===== src/rtl/perf_pkg.sv =====
// Shared constants for the performance-counter bank: legacy event line indices,
// counter modes and the index-width helper used for the select ports.
package perf_pkg;

  localparam int EVT_CYCLE        = 0;
  localparam int EVT_JUMP         = 1;
  localparam int EVT_BRANCH       = 2;
  localparam int EVT_BRANCH_TAKEN = 3;
  localparam int EVT_SYSCALL      = 4;
  localparam int EVT_MEM_WR       = 5;

  typedef enum logic {
    MODE_WRAP = 1'b0,
    MODE_SAT  = 1'b1
  } mode_e;

  // Select-port width; a single-entry space still gets a 1-bit port.
  function automatic int idx_w(input int n);
    return (n > 1) ? $clog2(n) : 1;
  endfunction

endpackage


===== src/rtl/perf_counter_bank_if.sv =====
// Port bundle between the CPU/debug side (master) and the counter bank (slave).
// PERF_SNAPSHOT_EN adds the snapshot strobe, snapshot read select and shadow ovf view.
interface perf_counter_bank_if #(
  parameter int NUM_CNT = 4,
  parameter int CNT_W   = 16,
  parameter int NUM_EVT = 8
);
  localparam int IDX_W = perf_pkg::idx_w(NUM_CNT);
  localparam int EVT_W = perf_pkg::idx_w(NUM_EVT);

  // No valid/ready pairs: every strobe is single-cycle and level-sampled at
  // the rising edge, and the read port is a plain combinational mux.
  logic [NUM_EVT-1:0] evt;
  logic               halt;
  logic               clear;
  logic               cfg_we;
  logic [IDX_W-1:0]   cfg_idx;
  logic [EVT_W-1:0]   cfg_evt;
  logic               cfg_sat;
  logic [IDX_W-1:0]   rd_idx;
  logic [CNT_W-1:0]   rd_data;
  logic [NUM_CNT-1:0] ovf;
  logic               frozen;
`ifdef PERF_SNAPSHOT_EN
  logic               snap;
  logic               rd_snap;
  logic [NUM_CNT-1:0] snap_ovf;
`endif

  modport master (
    output evt, halt, clear, cfg_we, cfg_idx, cfg_evt, cfg_sat, rd_idx,
`ifdef PERF_SNAPSHOT_EN
    output snap, rd_snap,
    input  snap_ovf,
`endif
    input  rd_data, ovf, frozen
  );

  modport slave (
    input  evt, halt, clear, cfg_we, cfg_idx, cfg_evt, cfg_sat, rd_idx,
`ifdef PERF_SNAPSHOT_EN
    input  snap, rd_snap,
    output snap_ovf,
`endif
    output rd_data, ovf, frozen
  );

endinterface


===== src/rtl/perf_counter.sv =====
// One counter channel: event select, wrap/saturate mode, count register and
// sticky overflow flag. Priority inside the channel is clear > cfg write > hit.
module perf_counter
  import perf_pkg::*;
#(
  parameter int CNT_W   = 16,
  parameter int NUM_EVT = 8,
  parameter int EVT_W   = 3,
  parameter int RST_SEL = 0
) (
  input  logic               clk_i,
  input  logic               rst_i,
  input  logic               clr_i,
  input  logic [NUM_EVT-1:0] evt_i,
  input  logic               frozen_i,
  input  logic               cfg_we_i,
  input  logic [EVT_W-1:0]   cfg_evt_i,
  input  logic               cfg_sat_i,
  output logic [CNT_W-1:0]   cnt_o,
  output logic               ovf_o
);

  localparam int EVT_PAD = 1 << EVT_W;

  logic [CNT_W-1:0]   cnt_q, cnt_d;
  logic               ovf_q, ovf_d;
  logic [EVT_W-1:0]   sel_q, sel_d;
  mode_e              sat_q, sat_d;
  logic [EVT_PAD-1:0] evt_pad;
  logic               hit;

  // Padding lets sel_q index the full power-of-two range without a bounds check.
  assign evt_pad = EVT_PAD'(evt_i);
  assign hit     = evt_pad[sel_q] & ~frozen_i;

  always_comb begin
    cnt_d = cnt_q;
    ovf_d = ovf_q;
    sel_d = sel_q;
    sat_d = sat_q;
    if (clr_i) begin
      cnt_d = '0;
      ovf_d = 1'b0;
    end else if (cfg_we_i) begin
      sel_d = cfg_evt_i;
      sat_d = mode_e'(cfg_sat_i);
      cnt_d = '0;
      ovf_d = 1'b0;
    end else if (hit) begin
      if (&cnt_q) begin
        ovf_d = 1'b1;
        cnt_d = (sat_q == MODE_SAT) ? cnt_q : '0;
      end else begin
        cnt_d = cnt_q + 1'b1;
      end
    end
  end

  always_ff @(posedge clk_i) begin
    if (rst_i) begin
      cnt_q <= '0;
      ovf_q <= 1'b0;
      sel_q <= EVT_W'(RST_SEL);
      sat_q <= MODE_WRAP;
    end else begin
      cnt_q <= cnt_d;
      ovf_q <= ovf_d;
      sel_q <= sel_d;
      sat_q <= sat_d;
    end
  end

  assign cnt_o = cnt_q;
  assign ovf_o = ovf_q;

endmodule


===== src/rtl/perf_counter_bank.sv =====
// Programmable performance-counter bank: freeze-on-halt flag, cfg decode, read mux.
// Build option PERF_SNAPSHOT_EN adds a shadow copy of all counters and ovf flags.
module perf_counter_bank
  import perf_pkg::*;
#(
  parameter int NUM_CNT = 4,
  parameter int CNT_W   = 16,
  parameter int NUM_EVT = 8
) (
  input logic                clk,
  input logic                reset,
  perf_counter_bank_if.slave bus
);

  localparam int EVT_W = idx_w(NUM_EVT);

  logic               frozen_q, frozen_d;
  logic               cfg_ok;
  logic [CNT_W-1:0]   cnt [NUM_CNT];
  logic [NUM_CNT-1:0] ovf_w;
  logic [CNT_W-1:0]   live_rd;

  // Halt's own cycle still counts because the flag only takes effect next cycle.
  always_comb begin
    frozen_d = frozen_q | bus.halt;
    if (bus.clear) frozen_d = 1'b0;
  end

  always_ff @(posedge clk) begin
    if (reset) frozen_q <= 1'b0;
    else       frozen_q <= frozen_d;
  end

  assign cfg_ok = bus.cfg_we && (int'(bus.cfg_idx) < NUM_CNT) && (int'(bus.cfg_evt) < NUM_EVT);

  for (genvar i = 0; i < NUM_CNT; i++) begin : g_cnt
    perf_counter #(
      .CNT_W  (CNT_W),
      .NUM_EVT(NUM_EVT),
      .EVT_W  (EVT_W),
      .RST_SEL(i % NUM_EVT)
    ) u_cnt (
      .clk_i    (clk),
      .rst_i    (reset),
      .clr_i    (bus.clear),
      .evt_i    (bus.evt),
      .frozen_i (frozen_q),
      .cfg_we_i (cfg_ok && (int'(bus.cfg_idx) == i)),
      .cfg_evt_i(bus.cfg_evt),
      .cfg_sat_i(bus.cfg_sat),
      .cnt_o    (cnt[i]),
      .ovf_o    (ovf_w[i])
    );
  end

  always_comb begin
    live_rd = '0;
    for (int i = 0; i < NUM_CNT; i++) begin
      if (int'(bus.rd_idx) == i) live_rd = cnt[i];
    end
  end

`ifdef PERF_SNAPSHOT_EN
  logic [CNT_W-1:0]   shadow_q [NUM_CNT];
  logic [NUM_CNT-1:0] shadow_ovf_q;
  logic [CNT_W-1:0]   snap_rd;

  // Copies register outputs, so the snapshot excludes the snap cycle's hits.
  always_ff @(posedge clk) begin
    if (reset) begin
      for (int i = 0; i < NUM_CNT; i++) shadow_q[i] <= '0;
      shadow_ovf_q <= '0;
    end else if (bus.snap) begin
      for (int i = 0; i < NUM_CNT; i++) shadow_q[i] <= cnt[i];
      shadow_ovf_q <= ovf_w;
    end
  end

  always_comb begin
    snap_rd = '0;
    for (int i = 0; i < NUM_CNT; i++) begin
      if (int'(bus.rd_idx) == i) snap_rd = shadow_q[i];
    end
  end

  assign bus.rd_data  = bus.rd_snap ? snap_rd : live_rd;
  assign bus.snap_ovf = shadow_ovf_q;
`else
  assign bus.rd_data = live_rd;
`endif

  assign bus.ovf    = ovf_w;
  assign bus.frozen = frozen_q;

endmodule


===== src/flat_wrapper.sv =====
// flat-port wrapper written by rule: the top's interface ports become plain ports
module perf_counter_bank_flat import perf_pkg::*;
#(
  parameter int NUM_CNT = 4,
  parameter int CNT_W   = 16,
  parameter int NUM_EVT = 8
)
  (clk, reset, bus_evt, bus_halt, bus_clear, bus_cfg_we, bus_cfg_idx, bus_cfg_evt, bus_cfg_sat, bus_rd_idx, bus_rd_data, bus_ovf, bus_frozen);
  perf_counter_bank_if #(.NUM_CNT(NUM_CNT), .CNT_W(CNT_W), .NUM_EVT(NUM_EVT)) bus_i ();
  input logic clk;
  input logic reset;
  input wire logic [$bits(bus_i.evt)-1:0] bus_evt;
  input wire logic [$bits(bus_i.halt)-1:0] bus_halt;
  input wire logic [$bits(bus_i.clear)-1:0] bus_clear;
  input wire logic [$bits(bus_i.cfg_we)-1:0] bus_cfg_we;
  input wire logic [$bits(bus_i.cfg_idx)-1:0] bus_cfg_idx;
  input wire logic [$bits(bus_i.cfg_evt)-1:0] bus_cfg_evt;
  input wire logic [$bits(bus_i.cfg_sat)-1:0] bus_cfg_sat;
  input wire logic [$bits(bus_i.rd_idx)-1:0] bus_rd_idx;
  output wire logic [$bits(bus_i.rd_data)-1:0] bus_rd_data;
  output wire logic [$bits(bus_i.ovf)-1:0] bus_ovf;
  output wire logic [$bits(bus_i.frozen)-1:0] bus_frozen;
  assign bus_i.evt = bus_evt;
  assign bus_i.halt = bus_halt;
  assign bus_i.clear = bus_clear;
  assign bus_i.cfg_we = bus_cfg_we;
  assign bus_i.cfg_idx = bus_cfg_idx;
  assign bus_i.cfg_evt = bus_cfg_evt;
  assign bus_i.cfg_sat = bus_cfg_sat;
  assign bus_i.rd_idx = bus_rd_idx;
  assign bus_rd_data = bus_i.rd_data;
  assign bus_ovf = bus_i.ovf;
  assign bus_frozen = bus_i.frozen;
  perf_counter_bank #(.NUM_CNT(NUM_CNT), .CNT_W(CNT_W), .NUM_EVT(NUM_EVT)) u_core (.clk(clk), .reset(reset), .bus(bus_i));
endmodule

===== config.mk =====
export PLATFORM = sky130hd
export DESIGN_NAME = perf_counter_bank_flat
export DESIGN_NICKNAME = d
export VERILOG_FILES = /design/src/rtl/perf_pkg.sv /design/src/rtl/perf_counter_bank_if.sv /design/src/rtl/perf_counter.sv /design/src/rtl/perf_counter_bank.sv /design/src/flat_wrapper.sv
export SDC_FILE = /design/constraint.sdc
export NUM_CORES = 1
export LEC_CHECK = 0
export ABC_CLOCK_PERIOD_IN_PS = 3700
export CAP_MARGIN = 20
export CORE_MARGIN = 3
export CORE_UTILIZATION = 50
export CTS_BUF_LIST = sky130_fd_sc_hd__clkbuf_4
export DETAILED_ROUTE_END_ITERATION = 16
export GPL_TIMING_DRIVEN = 0
export MAX_ROUTING_LAYER = met4
export PLACE_DENSITY = 0.71
export SLEW_MARGIN = 30
export SYNTH_ARGS = -nofsm -noshare
export SYNTH_HDL_FRONTEND = slang
export SYNTH_HIERARCHICAL = 1
export SYNTH_SLANG_ARGS = --single-unit
export TNS_END_PERCENT = 20

===== constraint.sdc =====
create_clock -name clk -period 3.7 [get_ports clk]
set_input_delay 1.11 -clock clk [delete_from_list [all_inputs] [get_ports clk]]
set_output_delay 1.11 -clock clk [all_outputs]
set_load 0.02 [all_outputs]

## Word level (Yosys, flattened, before mapping)

Cells that the tools add are included.

| operators by class | value |
|---|---|
| add/sub/neg operators | 4 |
| order comparisons | 4 |
| equality and inequality tests | 10 |
| muxes and demuxes | 20 |
| bitwise logic cells | 7 |
| reduce and logical (&&, ||, !) cells | 27 |

Operators with widths:

| kind | number |
|---|---|
| $mux W16 | 12 |
| $reduce_and A17 Y1 | 4 |
| $add A16 B1 Y16 const B | 4 |
| $reduce_and A16 Y1 | 4 |
| $lt A3 B4 Y1 const B | 4 |
| $reduce_and A2 Y1 | 8 |
| $bmux W1 S3 | 4 |
| $reduce_or A3 Y1 | 4 |
| $eq A2 B2 Y1 const B | 4 |
| $ne A2 B2 Y1 const B | 4 |
| $and A1 B1 Y1 | 4 |
| $eq A2 B1 Y1 const B | 2 |
| $logic_and A1 B1 Y1 | 4 |
| $logic_not A2 Y1 | 2 |
| $mux W1 | 4 |
| $not A1 Y1 | 2 |
| $reduce_or A2 Y1 | 1 |
| $or A1 B1 Y1 | 1 |

| word-level totals | value |
|---|---|
| bits in registers | 85 |
| input port bits | 21 |
| output and inout bits | 21 |
| word-level logic and storage cells | 89 |

## Longest topological paths before layout

Gate-level depths: netlist of run 1.

| logic depth | value |
|---|---|
| depth in word-level cells | 5 |
| mapped depth | 8 |
| depth with buffers taken out | 6 |

## By module

Netlist of run 1, hierarchy kept.

By module, submodules not included:

| module | instances | cells an instance | area an instance (sq um) | sequential area each (sq um) |
|---|---|---|---|---|
| perf_counter (u_core.g_cnt[2].u_cnt ...) | 2 | 140 | 1,218.7 | 420.4 |
| perf_counter (u_core.g_cnt[1].u_cnt) | 1 | 139 | 1,244.9 | 420.4 |
| perf_counter (u_core.g_cnt[0].u_cnt) | 1 | 140 | 1,223.7 | 420.4 |
| perf_counter_bank | 1 | 28 | 483.0 | 20.0 |

## Worst setup path after synthesis of run 1

Ideal clock, no wire load.

| timing path | value |
|---|---|
| kind | input to output |
| from | input port bus_rd_idx[0] |
| to | output port bus_rd_data[10] |
| arrival | 1.933 ns |
| required time | 2.590 ns |
| path slack | 0.657 ns |
| cell stages on the path | 3 |
| path buffers | 2 |
| cell sequence | buf_6 -> buf_12 -> mux4_2 |

| on the way | value |
|---|---|
| cells in the longest elaborated chain, start to end | 5 |
| elaborated cells between the ends (all ways) | 8 |
| classes of those cells | eq/ne: 3; mux: 4; reduce/logical: 1 |

RTL lines:

| what | line | source |
|---|---|---|
| start: declaration | flat_wrapper.sv:19 | `input wire logic [$bits(bus_i.rd_idx)-1:0] bus_rd_idx;` |
| $logic_not A2 Y1 | perf_counter_bank.sv:59 | `if (int'(bus.rd_idx) == i) live_rd = cnt[i];` |
| $mux W16 (3 in series) | perf_counter_bank.sv:59 |  |
| $mux W16 * | perf_counter_bank.sv:59 |  |
| end: declaration | flat_wrapper.sv:20 | `output wire logic [$bits(bus_i.rd_data)-1:0] bus_rd_data;` |

Every way passes the cells marked *; elsewhere a longest branch is shown, timed or not.

## Worst setup path after layout of run 1

| timing path | value |
|---|---|
| from | input port bus_rd_idx[0] |
| to | output port bus_rd_data[7] |

The elaborated chain is that of the path after synthesis.

==> flow_summary.ini, run 1 <==
[cells_and_area]
syn_to_final_growth_pct = 13.4
finalNetCount = 662
final_cell_mix = dfxtp_1, nor2_1, clkdlybuf4s50_1
layout_commonest_cell = dfxtp_1
nFillCells = 932
drive_above_1_share = 0.123
antenna_cells = 0

[route]
avgRoutedWirePerCell_um = 19.8
drt_first_pass_iters = 5
routed_wl_mm = 15.4
drt-initial-drc-count = 482
remaining_drc_errors = 0
ant_nets = 0
via_per_inst = 6.71
num_vias = 5223

[floorplanning]
initial_core_util = 0.517
io_pins = 42
die_y_um = 110
dieWidth_um = 110
core-area_sq_um = 10400
row_count = 37
die-area_sq_um = 12100

[placed_design]
gp_congestion = 0.972
dpl.hpwl_mm = 11.4
place_ws_ns = 0.110
port_buffers = 39

[setup_path]
crit_slowest_cell = clkdlybuf4s50_1
path_class = input port to primary output
cpPeakStageDelay_ns = 0.56
crit_buf_inv = 3
r2r_start = u_core/g_cnt[0].u_cnt/cnt_o[0]
r2r_cells = 7
worstSetupEndpointType = primary output
worstPathArrival_ns = 2.49
path_delay_family = buffers and inverters
start_kind = input port
critPathRequiredTime_ns = 2.59
rr_endpoint = u_core/g_cnt[0].u_cnt/cnt_o[7]
crit_chain = buf_6 -> buf_12 -> mux4_2 -> clkdlybuf4s50_1
r2r_slack_ns = 1.18
path_max_fanout = 10

[grt]
track_usage = 0.267
antenna_found_initial = 0
grt_pass1_vias = 4646
overflow = 0
grt_max_degree = 26
grt_pass1_wl_mm = 24.3

[timing]
finalSetupTns_ns = 0
relSlewSlack = 0.424
finalSetupViolations = 0
hold_ws_ns = 0.482
rsz0062_at_grt = no
fin_skew_ns = 0.0174
min_period_ns = 3.60
finalMaxSlewViolations = 0
setup_slack_ns = 0.105
max_freq_mhz = 278
tightestPinTransition_ns = 0.861
finalHoldViolCount = 0
period_share = 0.972

[synth]
ys_ff_latch = 85
synth_area_leader_cell = dfxtp_1
synth_area_sq_um = 5390
synth.top_cell.area_share = 0.316
async_reset_ff_frac = 0
synth_cells = 587
yosysUniqueCellTypes = 52
synthesis.nets = 612
synth_area_per_cell_sq_um = 9.18
ys_seq_area_frac = 0.316
dominantRegCellSynth = dfxtp_1
ys_warn_count = 6
synth_area_leaders = dfxtp_1, mux4_2, o31ai_1
synth-edff-count = 0

[cts]
clkTransAtPathRegs_ns = 0.13
postCtsResizedCells = 0
cts_hold_buf = 0
cts_setup_buffers = 0
clockBufferDepth = 2
cts_tree = done
clock_latency_ns = 0.46
cts_max_level = 3
cts_num_sinks = 85
cts_root_buffer = clkbuf_4
numCtsBuffers = 9

[min_path]
hold_depth = 1
whs_endpoint = u_core/g_cnt[0].u_cnt/ovf_o
hold_path.startpoint = u_core/g_cnt[0].u_cnt/ovf_o
hold_class = flip-flop to flip-flop

[pwr]
p_leak_nw = 1.84
vdd_drop_max_v = 0.000269
powerDensity_nw_per_um2 = 290
finalPower_mw = 1.77

[job]
cap_violations = 0

[status]
status = completed
[metrics by stage]
| step | std cells | cell area, sq um | utilization |
|---|---|---|---|
| after global routing | 778 | 6110 | 0.587 |
| after CTS | 778 | 6110 | 0.587 |
| after detailed placement | 762 | 5950 | 0.571 |
| after floorplan | 587 | 5390 | - |
| final | 778 | 6110 | 0.587 |
| after global placement | 762 | 5950 | 0.571 |
[final cells by class]
type | instances | area, sq um | share of cell area
multi-input combinational | 443 | 3360 | 0.550
tap | 136 | 170 | 0.0278
clock buffer | 12 | 90.1 | 0.0147
sequential | 85 | 1700 | 0.278
buffer | 45 | 270 | 0.0442
inverter | 14 | 52.6 | 0.00860
timing repair buffer | 39 | 390 | 0.0639
clock inverter | 4 | 72.6 | 0.0119
[state kept, by name (all words and copies together), names as in the netlist]
register and flops:
u_core/bus.frozen 1, u_core/g_cnt.u_cnt/cnt_o 64, u_core/g_cnt.u_cnt/ovf_o 4, u_core/g_cnt.u_cnt/sat_q 4, u_core/g_cnt.u_cnt/sel_q 12
[how the worst max path moves through the flow]
stage / cells after the start / end / from / slack, ns
finish: 4 / bus_rd_data[7] / bus_rd_idx[0] / 0.10
global placement: 4 / bus_rd_data[6] / bus_rd_idx[0] / 0.11
CTS: 4 / bus_rd_data[6] / bus_rd_idx[0] / 0.11
global route: 4 / bus_rd_data[5] / bus_rd_idx[1] / 0.07
detailed placement: 4 / bus_rd_data[6] / bus_rd_idx[0] / 0.11
floorplan: 3 / bus_rd_data[10] / bus_rd_idx[0] / 0.66
[per-layer routing]
layer	up-vias	global-route usage	wire, um	share of wire
met3	35	0.0517	1270	0.083
met5	-	-	0	0
met4	0	0.0810	305	0.020
li1	2442	-	-	-
met2	255	0.415	7200	0.47
met1	2491	0.353	6620	0.43
[cells in the mapped netlist, types with 14 or more instances]
cell,n
mux2i_1,20
mux4_2,14
or4_1,32
nand3_1,32
nor2_1,44
dfxtp_1,85
buf_2,14
inv_1,14
nand2_1,27
clkbuf_1,18
o31ai_1,33
nand4_1,26
nor4_1,14
a21oi_1,36
[logic make-up (layout without fill, tap and decap cells)]
kind of cell    after synthesis  after routing  synth area share
simple gates                251            251             0.275
buf+inv                      59            114            0.0599
fa+ha+maj                     4              4           0.00929
compound gates              140            140             0.199
flops                        85             85             0.316
mux                          48             48             0.142
[where the power goes]
part | total [mW] | switching, mW | internal [mW]
clock network | 0.621 | 0.324 | 0.296
logic | 0.211 | 0.125 | 0.0865
registers | 0.938 | 0.0143 | 0.923
Note: power is estimated with default switching activity, not from simulation.
==> run 2: changes to the inputs <==
--- a/config.mk
+++ b/config.mk
@@ -5,15 +5,15 @@
 export SDC_FILE = /design/constraint.sdc
 export NUM_CORES = 1
 export LEC_CHECK = 0
-export ABC_CLOCK_PERIOD_IN_PS = 3700
+export ABC_CLOCK_PERIOD_IN_PS = 4400
 export CAP_MARGIN = 20
 export CORE_MARGIN = 3
-export CORE_UTILIZATION = 50
+export CORE_UTILIZATION = 55
 export CTS_BUF_LIST = sky130_fd_sc_hd__clkbuf_4
 export DETAILED_ROUTE_END_ITERATION = 16
 export GPL_TIMING_DRIVEN = 0
 export MAX_ROUTING_LAYER = met4
-export PLACE_DENSITY = 0.71
+export PLACE_DENSITY = 0.77
 export SLEW_MARGIN = 30
 export SYNTH_ARGS = -nofsm -noshare
 export SYNTH_HDL_FRONTEND = slang
==> constraint.sdc (replaced) <==
create_clock -name clk -period 4.4 [get_ports clk]
set_input_delay 1.32 -clock clk [delete_from_list [all_inputs] [get_ports clk]]
set_output_delay 1.32 -clock clk [all_outputs]
set_load 0.02 [all_outputs]
==> run 2 against run 1 <==
Against the previous run:
- worst hold slack better by 0.0020 ns
- routed wire length decreased by 2.9%
- clock-buffer cell count fell by 2
- power shrank 20%
- sequential share of layout area is 0.13 points higher
- via count rose by 0.61%
- critical path depth unchanged
- register-to-register slack improved by 0.71 ns
- first-iteration DRC count fell by 13%
- largest cell class unchanged
- clock power decreased by 27%
- worst setup slack better by 0.30 ns
==> flow_summary.ini, run 2 (synthesis gave the netlist of run 1 again) <==
[cells_and_area]
fin_area_sq_um = 6080
drive_above_1_share = 0.121
finalNetCount = 662
syn_to_final_growth_pct = 12.9
largest_reg_flops = 64
fin_util = 0.649
final_cell_mix = dfxtp_1, nor2_1, clkdlybuf4s50_1
final_cells = 773
layout_commonest_cell = dfxtp_1

[min_path]
hold_class = flip-flop to flip-flop
hold_path.startpoint = u_core/g_cnt[0].u_cnt/ovf_o

[cts]
numCtsBuffers = 9
cts_hold_buf = 0
cts_tree = done
cts_max_level = 3
cts_root_buffer = clkbuf_4
cts_num_sinks = 85
clkTransAtPathRegs_ns = 0.13
clockBufferDepth = 2
clock_latency_ns = 0.44
postCtsResizedCells = 0
cts_setup_buffers = 0

[route]
routed_wl_mm = 14.9
ant_nets = 0
drt_first_pass_iters = 7
drt-initial-drc-count = 419
num_vias = 5255
remaining_drc_errors = 0
avgRoutedWirePerCell_um = 19.3
via_per_inst = 6.80

[setup_path]
start_kind = input port
worstSetupEndpointType = primary output
crit_buf_inv = 3
worstSetupStartpoint = bus_rd_idx[0]
crit_chain = buf_6 -> buf_12 -> mux4_2 -> clkdlybuf4s50_1
path_class = input port to primary output
worstPathArrival_ns = 2.68
path_max_fanout = 10
critPathRequiredTime_ns = 3.08
r2r_start = u_core/g_cnt[0].u_cnt/cnt_o[0]
cpPeakStageDelay_ns = 0.57
path_delay_family = buffers and inverters
crit_slowest_cell = clkdlybuf4s50_1

[timing]
finalSetupTns_ns = 0
rsz0062_at_grt = no
period_share = 0.909
min_period_ns = 4.00
hold_ws_ns = 0.484
finalHoldViolCount = 0
finalMaxSlewViolations = 0
fin_skew_ns = 0.00897
max_freq_mhz = 250
setup_slack_ns = 0.400
relSlewSlack = 0.466
tightestPinTransition_ns = 0.798
finalSetupViolations = 0

[floorplanning]
dieWidth_um = 105
die-area_sq_um = 11000
initial_core_util = 0.575
row_count = 35
core-area_sq_um = 9370
die_y_um = 105
io_pins = 42

[placed_design]
dpl.hpwl_mm = 11.1
gp_congestion = 1.02
place_ws_ns = 0.391
port_buffers = 39
place_area_sq_um = 5940
place_inst = 755

[pwr]
power.internal_mw = 1.03
powerDensity_nw_per_um2 = 233
p_leak_nw = 1.82
pwr-share-comb = 0.123
clkPwrFrac = 0.321
p_seq_frac = 0.556
switching_share = 0.275
finalPower_mw = 1.42
vdd_drop_max_v = 0.000212
switchingPower_mw = 0.389

[status]
status = completed

[grt]
overflow = 0
grt_pass1_vias = 4928
grt_max_degree = 26
grt_pass1_wl_mm = 24.3
track_usage = 0.277
antenna_found_initial = 1

[job]
cap_violations = 0
run 2: power groups by stage:
stage	sequential [mW]	clock [mW]	combinational (mW)
after floorplan	0.802	0	0.112
after global routing	0.790	0.496	0.187
after CTS	0.788	0.467	0.172
final	0.788	0.455	0.174
after global placement	0.805	0	0.169
after detailed placement	0.805	0	0.172
run 2: metal layers:
metal / wire length [um] / global-route usage / share of wire / vias up
met5: 0 / - / 0 / -
met4: 390 / 0.111 / 0.026 / 0
met3: 1260 / 0.0574 / 0.084 / 32
met2: 7070 / 0.429 / 0.47 / 265
met1: 6230 / 0.355 / 0.42 / 2519
li1: - / - / - / 2439
run 2: worst paths after layout:
check                              endpoint  slack, ns  cells after the start
min reg2reg     u_core/g_cnt[0].u_cnt/ovf_o       0.48                      1
max                          bus_rd_data[5]       0.40                      4
min             u_core/g_cnt[0].u_cnt/ovf_o       0.48                      1
max reg2reg  u_core/g_cnt[0].u_cnt/cnt_o[7]       1.89                      7
run 2: cell type report:
class / count / area, sq um
clock inverter: 6 / 62.6
timing repair buffer: 39 / 390
buffer: 45 / 270
sequential: 85 / 1700
antenna: 2 / 5.00
multi-input combinational: 443 / 3360
tap: 129 / 161
inverter: 14 / 52.6
fill: 815 / 3290
clock buffer: 10 / 75.1
run 2: worst register-to-register path: stages, from the launching register on:
cell and delay, ns:
dfxtp_1 0.49, ha_1 0.30, nand4_1 0.13, nor4_1 0.39, clkbuf_1 0.44, mux2_2 0.39, o211ai_1 0.18, o41ai_2 0.09
